### src/rtl/shift_pkg.sv
// Shared types and constants for the srl_pipe shifter.
//   DATA_W / SHAMT_W / TAG_W : operand, shift-amount and tag widths
//   STAGE_DIST               : shift distance of each mux row, first to last
//   shift_payload_t          : per-stage pipeline payload (data, remaining shamt, fill, tag)
// Optional feature macro: SRA_EN (consumed by srl_pipe_if and srl_pipe).
package shift_pkg;

    localparam int unsigned DATA_W  = 32;
    localparam int unsigned SHAMT_W = 5;
    localparam int unsigned TAG_W   = 4;
    localparam int unsigned NROWS   = 5;

    localparam int unsigned STAGE_DIST [NROWS] = '{16, 8, 4, 2, 1};

    typedef struct packed {
        logic [DATA_W-1:0]  data;
        logic [SHAMT_W-1:0] shamt_rem;  // shift bits not yet applied
        logic               fill;       // bit shifted in from the top
        logic [TAG_W-1:0]   tag;
    } shift_payload_t;

endpackage

### src/rtl/srl_pipe_if.sv
// Handshake bundle between the operand source, the shifter pipe and the result consumer.
//   in_valid/in_ready  : operand handshake (in_data, in_shamt, in_tag, in_arith)
//   out_valid/out_ready: result handshake (out_data, out_tag)
//   modport master     : operand source / result consumer side
//   modport slave      : the shifter pipe
// in_arith exists only when SRA_EN is defined.
interface srl_pipe_if
    import shift_pkg::*;
#(
    parameter int unsigned DATA_W = 32,
    parameter int unsigned TAG_W  = 4
) ();

    logic               in_valid;
    logic               in_ready;
    logic [DATA_W-1:0]  in_data;
    logic [SHAMT_W-1:0] in_shamt;
    logic [TAG_W-1:0]   in_tag;
`ifdef SRA_EN
    logic               in_arith;
`endif
    logic               out_valid;
    logic               out_ready;
    logic [DATA_W-1:0]  out_data;
    logic [TAG_W-1:0]   out_tag;

    modport master (
        output in_valid, in_data, in_shamt, in_tag,
`ifdef SRA_EN
        output in_arith,
`endif
        output out_ready,
        input  in_ready, out_valid, out_data, out_tag
    );

    modport slave (
        input  in_valid, in_data, in_shamt, in_tag,
`ifdef SRA_EN
        input  in_arith,
`endif
        input  out_ready,
        output in_ready, out_valid, out_data, out_tag
    );

endinterface

### src/rtl/shift_stage.sv
// One row of W 2:1 muxes: optionally shifts din right by DIST, filling with `fill`.
//   din  : operand
//   sel  : 1 = shift by DIST, 0 = pass through
//   fill : bit replicated into the vacated top positions
//   dout : result
module shift_stage #(
    parameter int unsigned W    = 32,
    parameter int unsigned DIST = 1
) (
    input  logic [W-1:0] din,
    input  logic         sel,
    input  logic         fill,
    output logic [W-1:0] dout
);

    assign dout = sel ? {{DIST{fill}}, din[W-1:DIST]} : din;

endmodule

### src/rtl/srl_pipe.sv
// 3-stage pipelined 32-bit right shifter with valid/ready at both ends.
//   clk, rst : rising-edge clock, asynchronous active-high reset
//   flush    : synchronous pipeline flush; blocks acceptance in the flush cycle
//   bus      : srl_pipe_if.slave (operand in, result out)
// Stage 1 applies shamt[4:3], stage 2 shamt[2:1], stage 3 shamt[0].
// Macro SRA_EN: adds in_arith; fill = in_arith & in_data[31]. Otherwise fill is 0.
module srl_pipe
    import shift_pkg::*;
#(
    parameter int unsigned DATA_W = 32,
    parameter int unsigned TAG_W  = 4
) (
    input  logic      clk,
    input  logic      rst,
    input  logic      flush,
    srl_pipe_if.slave bus
);

    localparam int unsigned NSTAGE = 3;

    if (DATA_W != 32) begin : g_data_w_check
        $error("srl_pipe: only DATA_W = 32 is supported");
    end
    if (TAG_W != shift_pkg::TAG_W) begin : g_tag_w_check
        $error("srl_pipe: TAG_W must match shift_pkg::TAG_W");
    end

    shift_payload_t    pl_q [NSTAGE];
    shift_payload_t    pl_d [NSTAGE];
    logic [NSTAGE-1:0] v_q;
    logic [NSTAGE-1:0] ready;
    logic [NSTAGE-1:0] ld;
    logic [DATA_W-1:0] row_out [NROWS];
    logic              fill;

`ifdef SRA_EN
    assign fill = bus.in_arith & bus.in_data[DATA_W-1];
`else
    assign fill = 1'b0;
`endif

    // Stage k can take new content if empty or if everything downstream drains this cycle.
    assign ready[2] = ~v_q[2] | bus.out_ready;
    assign ready[1] = ~v_q[1] | ~v_q[2] | bus.out_ready;
    assign ready[0] = ~v_q[0] | ~v_q[1] | ~v_q[2] | bus.out_ready;

    assign bus.in_ready = ready[0] & ~flush;

    // Payload only moves with a valid item, so idle registers keep their last value.
    assign ld[0] = bus.in_valid & bus.in_ready;
    assign ld[1] = v_q[0] & ready[1] & ~flush;
    assign ld[2] = v_q[1] & ready[2] & ~flush;

    // Stage 1 rows
    shift_stage #(.W(DATA_W), .DIST(STAGE_DIST[0])) u_row0 (
        .din  (bus.in_data),
        .sel  (bus.in_shamt[4]),
        .fill (fill),
        .dout (row_out[0])
    );
    shift_stage #(.W(DATA_W), .DIST(STAGE_DIST[1])) u_row1 (
        .din  (row_out[0]),
        .sel  (bus.in_shamt[3]),
        .fill (fill),
        .dout (row_out[1])
    );

    // Stage 2 rows
    shift_stage #(.W(DATA_W), .DIST(STAGE_DIST[2])) u_row2 (
        .din  (pl_q[0].data),
        .sel  (pl_q[0].shamt_rem[2]),
        .fill (pl_q[0].fill),
        .dout (row_out[2])
    );
    shift_stage #(.W(DATA_W), .DIST(STAGE_DIST[3])) u_row3 (
        .din  (row_out[2]),
        .sel  (pl_q[0].shamt_rem[1]),
        .fill (pl_q[0].fill),
        .dout (row_out[3])
    );

    // Stage 3 row
    shift_stage #(.W(DATA_W), .DIST(STAGE_DIST[4])) u_row4 (
        .din  (pl_q[1].data),
        .sel  (pl_q[1].shamt_rem[0]),
        .fill (pl_q[1].fill),
        .dout (row_out[4])
    );

    always_comb begin
        pl_d[0].data      = row_out[1];
        pl_d[0].shamt_rem = {2'b00, bus.in_shamt[2:0]};
        pl_d[0].fill      = fill;
        pl_d[0].tag       = bus.in_tag;

        pl_d[1]           = pl_q[0];
        pl_d[1].data      = row_out[3];
        pl_d[1].shamt_rem = {4'b0000, pl_q[0].shamt_rem[0]};

        pl_d[2]           = pl_q[1];
        pl_d[2].data      = row_out[4];
        pl_d[2].shamt_rem = '0;
    end

    always_ff @(posedge clk or posedge rst) begin
        if (rst) begin
            v_q <= '0;
            for (int i = 0; i < NSTAGE; i++) begin
                pl_q[i] <= '0;
            end
        end else begin
            if (flush) begin
                v_q <= '0;
            end else begin
                v_q[0] <= ld[0] | (v_q[0] & ~ready[1]);
                v_q[1] <= ld[1] | (v_q[1] & ~ready[2]);
                v_q[2] <= ld[2] | (v_q[2] & ~bus.out_ready);
            end
            for (int i = 0; i < NSTAGE; i++) begin
                if (ld[i]) begin
                    pl_q[i] <= pl_d[i];
                end
            end
        end
    end

    assign bus.out_valid = v_q[2];
    assign bus.out_data  = pl_q[2].data;
    assign bus.out_tag   = pl_q[2].tag;

endmodule

### src/flat_wrapper.sv
// flat-port wrapper written by rule: the top's interface ports become plain ports
module srl_pipe_flat import shift_pkg::*;
#(
    parameter int unsigned DATA_W = 32,
    parameter int unsigned TAG_W  = 4
)
  (clk, rst, flush, bus_in_valid, bus_in_data, bus_in_shamt, bus_in_tag, bus_out_ready, bus_in_ready, bus_out_valid, bus_out_data, bus_out_tag);
  srl_pipe_if #(.DATA_W(DATA_W), .TAG_W(TAG_W)) bus_i ();
  input  logic clk;
  input  logic rst;
  input  logic flush;
  input wire logic [$bits(bus_i.in_valid)-1:0] bus_in_valid;
  input wire logic [$bits(bus_i.in_data)-1:0] bus_in_data;
  input wire logic [$bits(bus_i.in_shamt)-1:0] bus_in_shamt;
  input wire logic [$bits(bus_i.in_tag)-1:0] bus_in_tag;
  input wire logic [$bits(bus_i.out_ready)-1:0] bus_out_ready;
  output wire logic [$bits(bus_i.in_ready)-1:0] bus_in_ready;
  output wire logic [$bits(bus_i.out_valid)-1:0] bus_out_valid;
  output wire logic [$bits(bus_i.out_data)-1:0] bus_out_data;
  output wire logic [$bits(bus_i.out_tag)-1:0] bus_out_tag;
  assign bus_i.in_valid = bus_in_valid;
  assign bus_i.in_data = bus_in_data;
  assign bus_i.in_shamt = bus_in_shamt;
  assign bus_i.in_tag = bus_in_tag;
  assign bus_i.out_ready = bus_out_ready;
  assign bus_in_ready = bus_i.in_ready;
  assign bus_out_valid = bus_i.out_valid;
  assign bus_out_data = bus_i.out_data;
  assign bus_out_tag = bus_i.out_tag;
  srl_pipe #(.DATA_W(DATA_W), .TAG_W(TAG_W)) u_core (.clk(clk), .rst(rst), .flush(flush), .bus(bus_i));
endmodule
### config.mk
export PLATFORM = sky130hd
export DESIGN_NAME = srl_pipe_flat
export DESIGN_NICKNAME = d
export VERILOG_FILES = /design/src/rtl/shift_pkg.sv /design/src/rtl/srl_pipe_if.sv /design/src/rtl/shift_stage.sv /design/src/rtl/srl_pipe.sv /design/src/flat_wrapper.sv
export SDC_FILE = /design/constraint.sdc
export NUM_CORES = 1
export LEC_CHECK = 0
export ABC_AREA = 1
export CORE_AREA = 2 2 117 119
export CTS_CLUSTER_SIZE = 20
export DETAILED_ROUTE_END_ITERATION = 8
export DIE_AREA = 0 0 119 121
export PLACE_DENSITY = 0.73
export SLEW_MARGIN = 30
export SYNTH_ARGS = -nofsm -noshare
export SYNTH_HDL_FRONTEND = slang
export SYNTH_SLANG_ARGS = --single-unit
export TNS_END_PERCENT = 20
### constraint.sdc
create_clock -name clk -period 3.7 [get_ports clk]
set_input_delay 0.555 -clock clk [delete_from_list [all_inputs] [get_ports clk]]
set_output_delay 0.555 -clock clk [all_outputs]
set_load 0.005 [all_outputs]
# Yosys cells after proc, flatten, opt, wreduce, memory -nomap -nowiden

Index checks and enable logic that the tools add are counted.

Multiplexer cells: 6
Bitwise gates (word level): 25

Operators by type and width:

| cell          | number |
|---|---|
| $mux W32      | 5 |
| $and A1 B1 Y1 | 9 |
| $or A1 B1 Y1  | 9 |
| $not A1 Y1    | 7 |
| $mux W3       | 1 |

Bits in registers: 115
Bits of input ports: 46
Output and inout bits: 38
Logic and storage cells: 40

# Logic depth before layout (Yosys ltp)

Gate-level depths: netlist (run 1).

Word-level depth: 8
Depth in mapped cells: 8
Depth with buffers taken out: 7

# Cells and area by module

Synthesis (run 1) repeated with hierarchy kept, for this count alone.

Cell total of the unflattened synthesis: 1,025
Area, all modules: 6,982.9 um^2

Modules (own cells, without submodules):

| module                       | times used | cells each | area an instance (um^2) | seq. area each (um^2) |
|---|---|---|---|---|
| srl_pipe                     | 1          | 535        | 4,834.6                 | 2,877.8 |
| shift_stage at u_core.u_row4 | 1          | 104        | 494.2                   | 0.0 |
| shift_stage at u_core.u_row1 | 1          | 96         | 451.7                   | 0.0 |
| shift_stage at u_core.u_row0 | 1          | 88         | 412.9                   | 0.0 |
| shift_stage at u_core.u_row2 | 1          | 100        | 399.1                   | 0.0 |
| shift_stage at u_core.u_row3 | 1          | 102        | 390.4                   | 0.0 |

# Worst setup path after synthesis (run 1)

Ideal clock, no wire load.

Path kind: input to output
Start: input bus_out_ready
End: output bus_in_ready
Arrival: 0.794 ns
Data required time: 3.145 ns
Setup slack: 2.351 ns
Cell stages on the path: 2
Buffers on the path: 0
Cell sequence: nor2_2 a21oi_1

Word-level cells in the longest chain between the ends: 2

Ends and longest elaborated chain:

| what          | RTL line           | source |
|---|---|---|
| from (decl)   | flat_wrapper.sv:16 | `input wire logic [$bits(bus_i.out_ready)-1:0] bus_out_ready;` |
| $or A1 B1 Y1  | srl_pipe.sv:45     | `assign ready[0] = ~v_q[0] \| ~v_q[1] \| ~v_q[2] \| bus.out_ready;` |
| $and A1 B1 Y1 | srl_pipe.sv:47     | `assign bus.in_ready = ready[0] & ~flush;` |
| to (decl)     | flat_wrapper.sv:17 | `output wire logic [$bits(bus_i.in_ready)-1:0] bus_in_ready;` |

Every way passes these cells.

# Final worst setup path (run 1)

Ends and elaborated chain as after synthesis.

==> impl_metrics.tcl, run 1 <==
set metrics [dict create \
    finalWirelength_mm 12.9 \
    core_area_um2 13100 \
    ys_top_cells_by_count "nand2_1, dfrtp_1, o21ai_0, o21ai_1, nand3_1" \
    outcome "completed" \
    first_global_vias 4561 \
    synthMuxAreaShare 0 \
    number_of_synthesized_flops_with_an_enable_pin 0 \
    floorplan.die_area_um2 14400 \
    internal_power_w 0.00309 \
    num_vias 5088 \
    post_synth_num_cell_types 21 \
    clk_latency_ps 420 \
    first_iter_violations 341 \
    ctsResizeCount 0 \
    synth_top_family_by_area "simple AND/OR/NAND/NOR gates" \
    final_net_count 905 \
    regToRegSetupSlack_ps 1640 \
    share_comb_of_total_power 0.229 \
    clk_root_buffer_cell "clkbuf_16" \
    worstHoldPathType "flip-flop to flip-flop" \
    synthesis.instances 840 \
    detail_route.drc_violations 0 \
    synthesis.nets 886 \
    numCtsBuffers 17 \
    timing.critical_path.from_type "input pin" \
    ys.flop_type "dfrtp_1" \
    cts-hold-fix-buffers 0 \
    worst_reg2reg_path_depth 7 \
    buffer_levels_on_the_longest_clock_path 2 \
    worst-slew-pin-transition_ps 871 \
    clock_power_share 0.374 \
    worstPathMaxFanout 2 \
    crit_path_end_kind "output pin" \
    power_switching_w 0.00119 \
    timing.critical_path.required_ps 3140 \
    placement.io_buffers 83 \
    cp_slowest_cell "clkdlybuf4s50_1" \
    clk_pin_slew_worst_paths_ps 50 \
    timing.critical_path.mode_cell "clkdlybuf4s50_1" \
    grt_start_max_net_pins 116 \
    max_freq_mhz 426 \
    irDropWorstVdd_mv 0.320 \
    routed_via_density 4.86 \
    route.detailed.wl_per_inst_um 12.3 \
    synthDominantAreaCellType "dfrtp_1" \
    min_period_over_period 0.634 \
    postCtsSetupBuffers 0 \
    finalSetupViolCount 0 \
    asyncSetResetFlopFracSynth 1.00 \
    power.sequential.fraction 0.397 \
    gp_routability_congestion 0.859 \
    finish.utilization 0.555 \
    r2r_start "u_core.pl_q[91]" \
    fin_crit_ps 2350 \
    antenna_found_initial 0 \
    antennaDiodeCount 0 \
    dp.cells 1016 \
    layout-drive-gt1-share 0.0482 \
    area_overhead_vs_synth_pct 18.2 \
    netlist_top_cells_area "dfrtp_1, nand2_1, o21ai_0, buf_4, o21ai_1" \
    synthMostInstantiatedCell "nand2_1" \
    synth_largest_type_area_fraction 0.468 \
    stdcell_count 1047 \
    setup_total_negative_slack_ps 0 \
    dr.pass1.iters 5 \
    synth_xor_xnor_area_share 0 \
    rsz0062_at_grt "no" \
    synth-warning-count 0 \
    cts.sink_count 115 \
    detailedPlacementHpwl_mm 8.56 \
    synth_sequential_area_ratio 0.468 \
    clock_tree_from_tritoncts "done" \
    sum_of_internal_switching_and_leakage_power_w 0.00428 \
    setup.worst_path.class "input pin to output pin" \
    htree_levels 4 \
    ys_ff_latch 115 \
    groute.usage.overall 0.192 \
    yosys.area_share.adder 0 \
    boundaryPins 84 \
    area_of_combinational_cells_with_multiple_inputs_um2 2500 \
    start_util 0.470 \
    ant_nets 0 \
    worstReg2RegEnd "u_core.pl_q[77]" \
    max-cap-violations 0 \
    die_h_um 121 \
    overflow 0 \
    netlist_area_um2 6140 \
    total_leakage_power_nw 3.48 \
    first_pass_grt_wire_length_mm 22.2 \
    setup.worst_path.start "bus_out_ready" \
    max-slew-margin-rel 0.420 \
    arr_time_crit_path_ps 1790 \
    cp-endpoint "bus_in_ready" \
    critical_path.cell_chain "clkdlybuf4s50_1 -> nor2_2 -> a21oi_1 -> clkdlybuf4s50_1" \
    filler_cell_count 1207 \
    synth.avg_cell_area_um2 7.32 \
    sw_frac_of_total 0.278 \
    register_area_um2 2880 \
    report.final.slew_viol_count 0 \
    die_x_um 119 \
    synth_compound_area_frac 0.131 \
    timing.clock.skew_ps 15.9 \
    yosys.area_share.simple 0.276 \
    num_rows 42 \
    power.density_cell_area_nw_per_um2 589 \
    slowest_delay_ps 520 \
    finalHoldViolCount 0 \
]
-- power by group through the flow --
stage / clock [W] / combinational [W] / sequential (W)
after global placement: 0 / 0.000968 / 0.00170
after global routing: 0.00169 / 0.00113 / 0.00174
after CTS: 0.00162 / 0.000992 / 0.00170
after detailed placement: 0 / 0.000981 / 0.00171
after floorplan: 0 / 0.000770 / 0.00166
final: 0.00160 / 0.000981 / 0.00170
-- final cells by class --
cell class,count,share of cell area
flip-flops and latches,115,0.396
repair buffers,89,0.122
well taps,176,0.0303
multi-input cells,585,0.344
inverters,51,0.0269
clock buffers,27,0.0706
clock inverters,4,0.00965
-- cell families (layout without fill, tap and decap cells) --
group | Yosys count | count (layout)
and+or+nand+nor | 429 | 429
AOI/OAI and AO/OA | 156 | 156
buffers and inverters | 140 | 171
DFF | 115 | 115
-- per-layer routing --
| metal | up-vias | track usage | wire [um] |
|---|---|---|---|
| li1 | 2669 | - | - |
| met1 | 2294 | 0.288 | 6660 |
| met2 | 114 | 0.266 | 5520 |
| met3 | 11 | 0.0461 | 541 |
| met4 | 0 | 0.0781 | 141 |
| met5 | - | 0 | 0 |
-- metrics by stage --
stage                     area [um^2]  setup slack, ps  hold WS (ps)
after floorplan                  6140              101           444
after global placement           6680             1290           464
after detailed placement         6680             1230           464
after CTS                        7260             1350           482
after global routing             7260             1230           508
final                            7260             1350           482
-- flip-flops by register name, indices dropped and copies added, names as in the netlist --
signal               count
u_core.pl_q             67
u_core.bus.out_data     32
u_core.pl_d              9
u_core.bus.out_tag       4
u_core.v_q               3
-- how the worst min path moves through the flow --
stage / end / slack [ps] / startpoint / cells after the start
floorplan: u_core.pl_q[52] / 440 / u_core.pl_q[52] / 2
global placement: u_core.pl_q[52] / 460 / u_core.pl_q[52] / 2
detailed placement: u_core.pl_q[52] / 460 / u_core.pl_q[52] / 2
CTS: u_core.bus.out_data[31] / 480 / u_core.bus.out_data[31] / 2
global route: u_core.pl_d[42] / 510 / u_core.pl_d[42] / 2
finish: u_core.pl_q[52] / 480 / u_core.pl_q[52] / 2
-- critical path, delay by kind of cell --
kind / cells / cell delay [ps]
AO/OA/AOI/OAI: 1 / 120
buffers and inverters: 2 / 1030
AND/OR/NAND/NOR: 1 / 80
-- cells in the final DEF, fill, tap and decap left out, types with 5 or more instances in the layout --
master and count:
clkbuf_16 17, dfrtp_1 115, clkbuf_8 5, buf_4 5, nand2_1 372, clkbuf_1 5, clkdlybuf4s50_1 83, nand3_1 52
o21a_1 8, o21ai_1 69, inv_1 45, o21ai_0 76
(Power assumes the default switching activity.)
==> run 2, diff against run 1 <==
==> constraint.sdc (replaced) <==
create_clock -name clk -period 2.04 [get_ports clk]
set_input_delay 0.306 -clock clk [delete_from_list [all_inputs] [get_ports clk]]
set_output_delay 0.306 -clock clk [all_outputs]
set_load 0.005 [all_outputs]
==> run 2 against run 1 <==
  * Register-to-register slack got worse by 1000 ps
  * Non-clock buffer count rose by 11
  * Combinational power is 87% higher
  * Sequential share of layout area decreased by 0.70 points
  * Hold slack got worse by 240 ps
  * Flip-flop and latch count unchanged
  * Core utilization is 0.99 points higher
  * Die area is the same
  * Global-route usage down 0.26 points
  * Count of clock-buffer cells in the layout unchanged
  * Clock skew decreased by 9.9 ps
  * Critical path type is now flip-flop to output pin
==> impl_metrics.tcl, run 2 (same netlist as run 1, synthesis figures left out) <==
set metrics [dict create \
    min_period_over_period 0.958 \
    clk_root_buffer_cell "clkbuf_16" \
    regToRegSetupSlack_ps 640 \
    mostFrequentLayoutCells "nand2_1, dfrtp_1, clkdlybuf4s50_1" \
    cts.sink_count 115 \
    postCtsSetupBuffers 0 \
    antenna_found_initial 0 \
    power.density_cell_area_nw_per_um2 1040 \
    buffer_levels_on_the_longest_clock_path 2 \
    boundaryPins 84 \
    power.sequential.fraction 0.398 \
    power_switching_w 0.00214 \
    ctsResizeCount 0 \
    clk_latency_ps 410 \
    die_h_um 121 \
    worstPathMaxFanout 5 \
    area_overhead_vs_synth_pct 20.3 \
    share_comb_of_total_power 0.238 \
    report.final.slew_viol_count 0 \
    clock_tree_from_tritoncts "done" \
    grt_start_max_net_pins 72 \
    worst_reg2reg_path_depth 5 \
    first_iter_violations 327 \
    stdcell_count 1058 \
    clock_power_share 0.363 \
    route.detailed.wl_per_inst_um 12.1 \
    critical_path.cell_chain "nand2_1 -> nor2_2 -> a21oi_1 -> clkdlybuf4s50_1" \
    dp.cells 1027 \
    setup.worst_path.start "u_core.v_q[2]" \
    rsz0062_at_grt "no" \
    dr.pass1.iters 5 \
    cp_slowest_cell "clkdlybuf4s50_1" \
    ant_nets 0 \
    placement.io_buffers 83 \
    timing.critical_path.required_ps 1730 \
    max-slew-margin-rel 0.565 \
    floorplan.die_area_um2 14400 \
    finalSetupViolCount 0 \
    fin_crit_ps 1950 \
    total_leakage_power_nw 3.55 \
    timing.critical_path.from_type "flip-flop" \
    die_x_um 119 \
    irDropWorstVdd_mv 0.598 \
    timing.clock.skew_ps 6.00 \
    start_util 0.470 \
    internal_power_w 0.00553 \
    sw_frac_of_total 0.279 \
    worst_path_dominant_cell_family "buffers and inverters" \
    numCtsBuffers 17 \
    cp_num_buf_inv 1 \
    largest_reg_by_ff_count "u_core.pl_q" \
    htree_levels 4 \
    finalHoldViolCount 0 \
    num_rows 42 \
    routed_via_density 4.93 \
    finalWirelength_mm 12.8 \
    setup.worst_path.class "flip-flop to output pin" \
    detail_route.drc_violations 0 \
    setup_total_negative_slack_ps 0 \
    core_area_um2 13100 \
    outcome "completed" \
    groute.usage.overall 0.190 \
    antennaDiodeCount 0 \
    slowest_delay_ps 510 \
    layout.cells.most_common "nand2_1" \
    r2r_start "u_core.v_q[2]" \
    worstReg2RegEnd "u_core.pl_q[122]" \
    worst-slew-pin-transition_ps 652 \
    max-cap-violations 0 \
    worstHoldPathType "input pin to async pin" \
    arr_time_crit_path_ps 1650 \
    crit_path_end_kind "output pin" \
    cts-hold-fix-buffers 0 \
    first_pass_grt_wire_length_mm 22.2 \
    layout-drive-gt1-share 0.0612 \
    detailedPlacementHpwl_mm 8.89 \
    overflow 0 \
    clk_pin_slew_worst_paths_ps 50 \
    sum_of_internal_switching_and_leakage_power_w 0.00767 \
    flip_flop_count_of_the_largest_register_all_copies_and_words_added 67 \
    first_global_vias 4700 \
    final_net_count 916 \
    max_freq_mhz 512 \
    gp_routability_congestion 0.855 \
    num_vias 5215 \
]
[run 2: cell types whose count changed in the layout (fill, tap and decap cells not counted), sizes merged]
cell	change
clkinvlp	+1
bufinv	-1
buf	+11
[run 2: layout make-up]
| type | instances | area (um^2) |
|---|---|---|
| tap | 176 | 220 |
| timing repair buffer | 100 | 1030 |
| clock buffer | 27 | 523 |
| inverter | 51 | 195 |
| sequential | 115 | 2880 |
| fill | 1202 | 5690 |
| multi-input combinational | 585 | 2500 |
| clock inverter | 4 | 45.0 |
[run 2: worst max-delay path by stage]
stage	endpoint	slack, ps	depth (start not counted)
finish	bus_in_ready	90	4
global route	bus_in_ready	3	4
CTS	bus_in_ready	90	4
detailed placement	bus_in_ready	210	4
global placement	bus_in_ready	210	4
floorplan	u_core.bus.out_data[0]	330	1
[run 2: through the flow]
stage,hold slack (ps),setup WS [ps],utilization,cell area (um^2)
floorplan,369,335,-,6150
finish,238,85.8,0.565,7390
global placement,463,205,0.522,6830
detailed placement,463,206,0.522,6830
CTS,240,93.0,0.565,7390
global route,258,2.67,0.565,7390
[run 2: power by group through the flow]
stage               clock network [W]  logic [W]  registers (W)
floorplan                           0    0.00140        0.00300
global placement                    0    0.00180        0.00307
detailed placement                  0    0.00183        0.00308
CTS                           0.00283    0.00185        0.00305
global route                  0.00294    0.00211        0.00311
finish                        0.00279    0.00183        0.00306
[run 2: per-layer routing]
layer	track usage	wire length [um]	vias up
li1	-	-	2696
met1	0.272	6460	2379
met2	0.282	5470	119
met3	0.0409	559	21
met4	0.0729	263	0
met5	0	0	-
==> run 3, diff against run 2 <==
--- a/config.mk
+++ b/config.mk
@@ -10,8 +10,8 @@
 export CTS_CLUSTER_SIZE = 20
 export DETAILED_ROUTE_END_ITERATION = 8
 export DIE_AREA = 0 0 119 121
-export PLACE_DENSITY = 0.73
-export SLEW_MARGIN = 30
+export HOLD_SLACK_MARGIN = 0.02
+export PLACE_DENSITY = 0.7
 export SYNTH_ARGS = -nofsm -noshare
 export SYNTH_HDL_FRONTEND = slang
 export SYNTH_SLANG_ARGS = --single-unit
==> constraint.sdc (replaced) <==
create_clock -name clk -period 2.31 [get_ports clk]
set_input_delay 0.3465 -clock clk [delete_from_list [all_inputs] [get_ports clk]]
set_output_delay 0.3465 -clock clk [all_outputs]
set_load 0.005 [all_outputs]
==> run 3 against run 2 <==
  * Clock skew fell by 0.52 ps
  * Largest cell class unchanged
  * Largest power group is now the clock network
  * Sequential power is 12% lower
  * Core utilization rose by 0.11 points
  * Register-to-register slack gained 140 ps
  * Final cell count fell by 0.47%
  * Routed wire length fell by 1.5%
==> impl_metrics.tcl, run 3 (same netlist as run 1, synthesis figures left out) <==
set metrics [dict create \
    gp_routability_congestion 0.841 \
    detail_route.drc_violations 0 \
    first_global_vias 4615 \
    die_h_um 121 \
    post_placement_worst_setup_slack_ps 399 \
    clock_tree_from_tritoncts "done" \
    buffer_levels_on_the_longest_clock_path 2 \
    postCtsSetupBuffers 0 \
    finalWirelength_mm 12.6 \
    cts.sink_count 115 \
    layout.cells.most_common "nand2_1" \
    boundaryPins 84 \
    critical_path.cell_chain "nand2_1 -> nor2_2 -> a21oi_1 -> clkdlybuf4s50_1" \
    die_x_um 119 \
    routed_via_density 4.85 \
    setup_total_negative_slack_ps 0 \
    timing.critical_path.from_type "flip-flop" \
    total_leakage_power_nw 3.55 \
    ant_nets 0 \
    largest_reg_by_ff_count "u_core.pl_q" \
    worst-slew-pin-transition_ps 872 \
    worstPathMaxFanout 5 \
    rsz0062_at_grt "no" \
    antennaDiodeCount 0 \
    core_area_um2 13100 \
    htree_levels 4 \
    finalHoldViolCount 0 \
    max_freq_mhz 514 \
    start_util 0.470 \
    grt_start_max_net_pins 116 \
    placement.io_buffers 83 \
    ctsResizeCount 0 \
    report.final.slew_viol_count 0 \
    cp_num_buf_inv 1 \
    groute.usage.overall 0.188 \
    clk_pin_slew_worst_paths_ps 50 \
    finalSetupViolCount 0 \
    layout_setup_ws_ps 366 \
    first_iter_violations 305 \
    max-cap-violations 0 \
    clk_root_buffer_cell "clkbuf_16" \
    crit_path_end_kind "output pin" \
    power.density_cell_area_nw_per_um2 964 \
    finish.utilization 0.566 \
    num_vias 5103 \
    floorplan.die_area_um2 14400 \
    num_rows 42 \
    fin_crit_ps 1940 \
    route.detailed.wl_per_inst_um 11.9 \
    slowest_delay_ps 510 \
    detailedPlacementHpwl_mm 8.62 \
    area_overhead_vs_synth_pct 20.5 \
    cp_slowest_cell "clkdlybuf4s50_1" \
    timing.clock.skew_ps 5.47 \
    min_period_over_period 0.842 \
    overflow 0 \
    worst_path_dominant_cell_family "buffers and inverters" \
    dr.pass1.iters 5 \
    timing.critical_path.required_ps 1960 \
    final_net_count 910 \
    arr_time_crit_path_ps 1600 \
    clk_latency_ps 410 \
    mostFrequentLayoutCells "nand2_1, dfrtp_1, clkdlybuf4s50_1" \
    layout-drive-gt1-share 0.0582 \
    cts-hold-fix-buffers 0 \
    antenna_found_initial 0 \
    worstHoldPathType "input pin to async pin" \
    max-slew-margin-rel 0.418 \
    first_pass_grt_wire_length_mm 21.9 \
    outcome "completed" \
    flip_flop_count_of_the_largest_register_all_copies_and_words_added 67 \
    irDropWorstVdd_mv 0.561 \
    setup.worst_path.class "flip-flop to output pin" \
    numCtsBuffers 17 \
]
## run 3: worst min-delay path, delay by kind of cell
family                 cells  cell delay [ps]
buffers and inverters      3              970
## run 3: where the power goes
part | switching (W) | total [W] | internal, W
clock | 0.000865 | 0.00285 | 0.00199
combinational | 0.000816 | 0.00160 | 0.000786
sequential | 0.000238 | 0.00269 | 0.00245
## run 3: worst paths after layout
| kind | startpoint | to | slack [ps] | depth (start not counted) |
|---|---|---|---|---|
| min in group clk | u_core.bus.out_data[23] | u_core.bus.out_data[23] | 480 | 2 |
| min | rst | u_core.pl_d[42] | 460 | 3 |
| min reg2reg | u_core.bus.out_data[23] | u_core.bus.out_data[23] | 480 | 2 |
| max in group asynchronous | rst | u_core.bus.out_data[31] | 1400 | 3 |
| max reg2reg | u_core.pl_q[90] | u_core.pl_q[81] | 780 | 5 |
| max | u_core.v_q[2] | bus_in_ready | 370 | 4 |
## run 3: area by class of cell
cell class	count	area, um^2
clock buffer	22	474
clock inverter	10	178
fill	1223	5680
inverter	51	195
multi-input combinational	585	2500
sequential	115	2880
tap	176	220
timing repair buffer	94	963
## run 3: layer usage
layer	part of all wire	global-route usage
met3	0.047	0.0484
met5	0	0
met2	0.41	0.264
met1	0.52	0.275
met4	0.021	0.0789
## run 3: metrics by stage
| stage | cells | hold slack [ps] | total power (W) | instance area [um^2] |
|---|---|---|---|---|
| 2_1_floorplan | 840 | 410 | 0.00389 | 6150 |
| 3_3_place_gp | 1021 | 468 | 0.00429 | 6760 |
| 3_5_place_dp | 1021 | 468 | 0.00432 | 6760 |
| 4_1_cts | 1053 | 482 | 0.00721 | 7410 |
| 5_1_grt | 1053 | 493 | 0.00760 | 7410 |
| 6_report | 1053 | 459 | 0.00714 | 7410 |
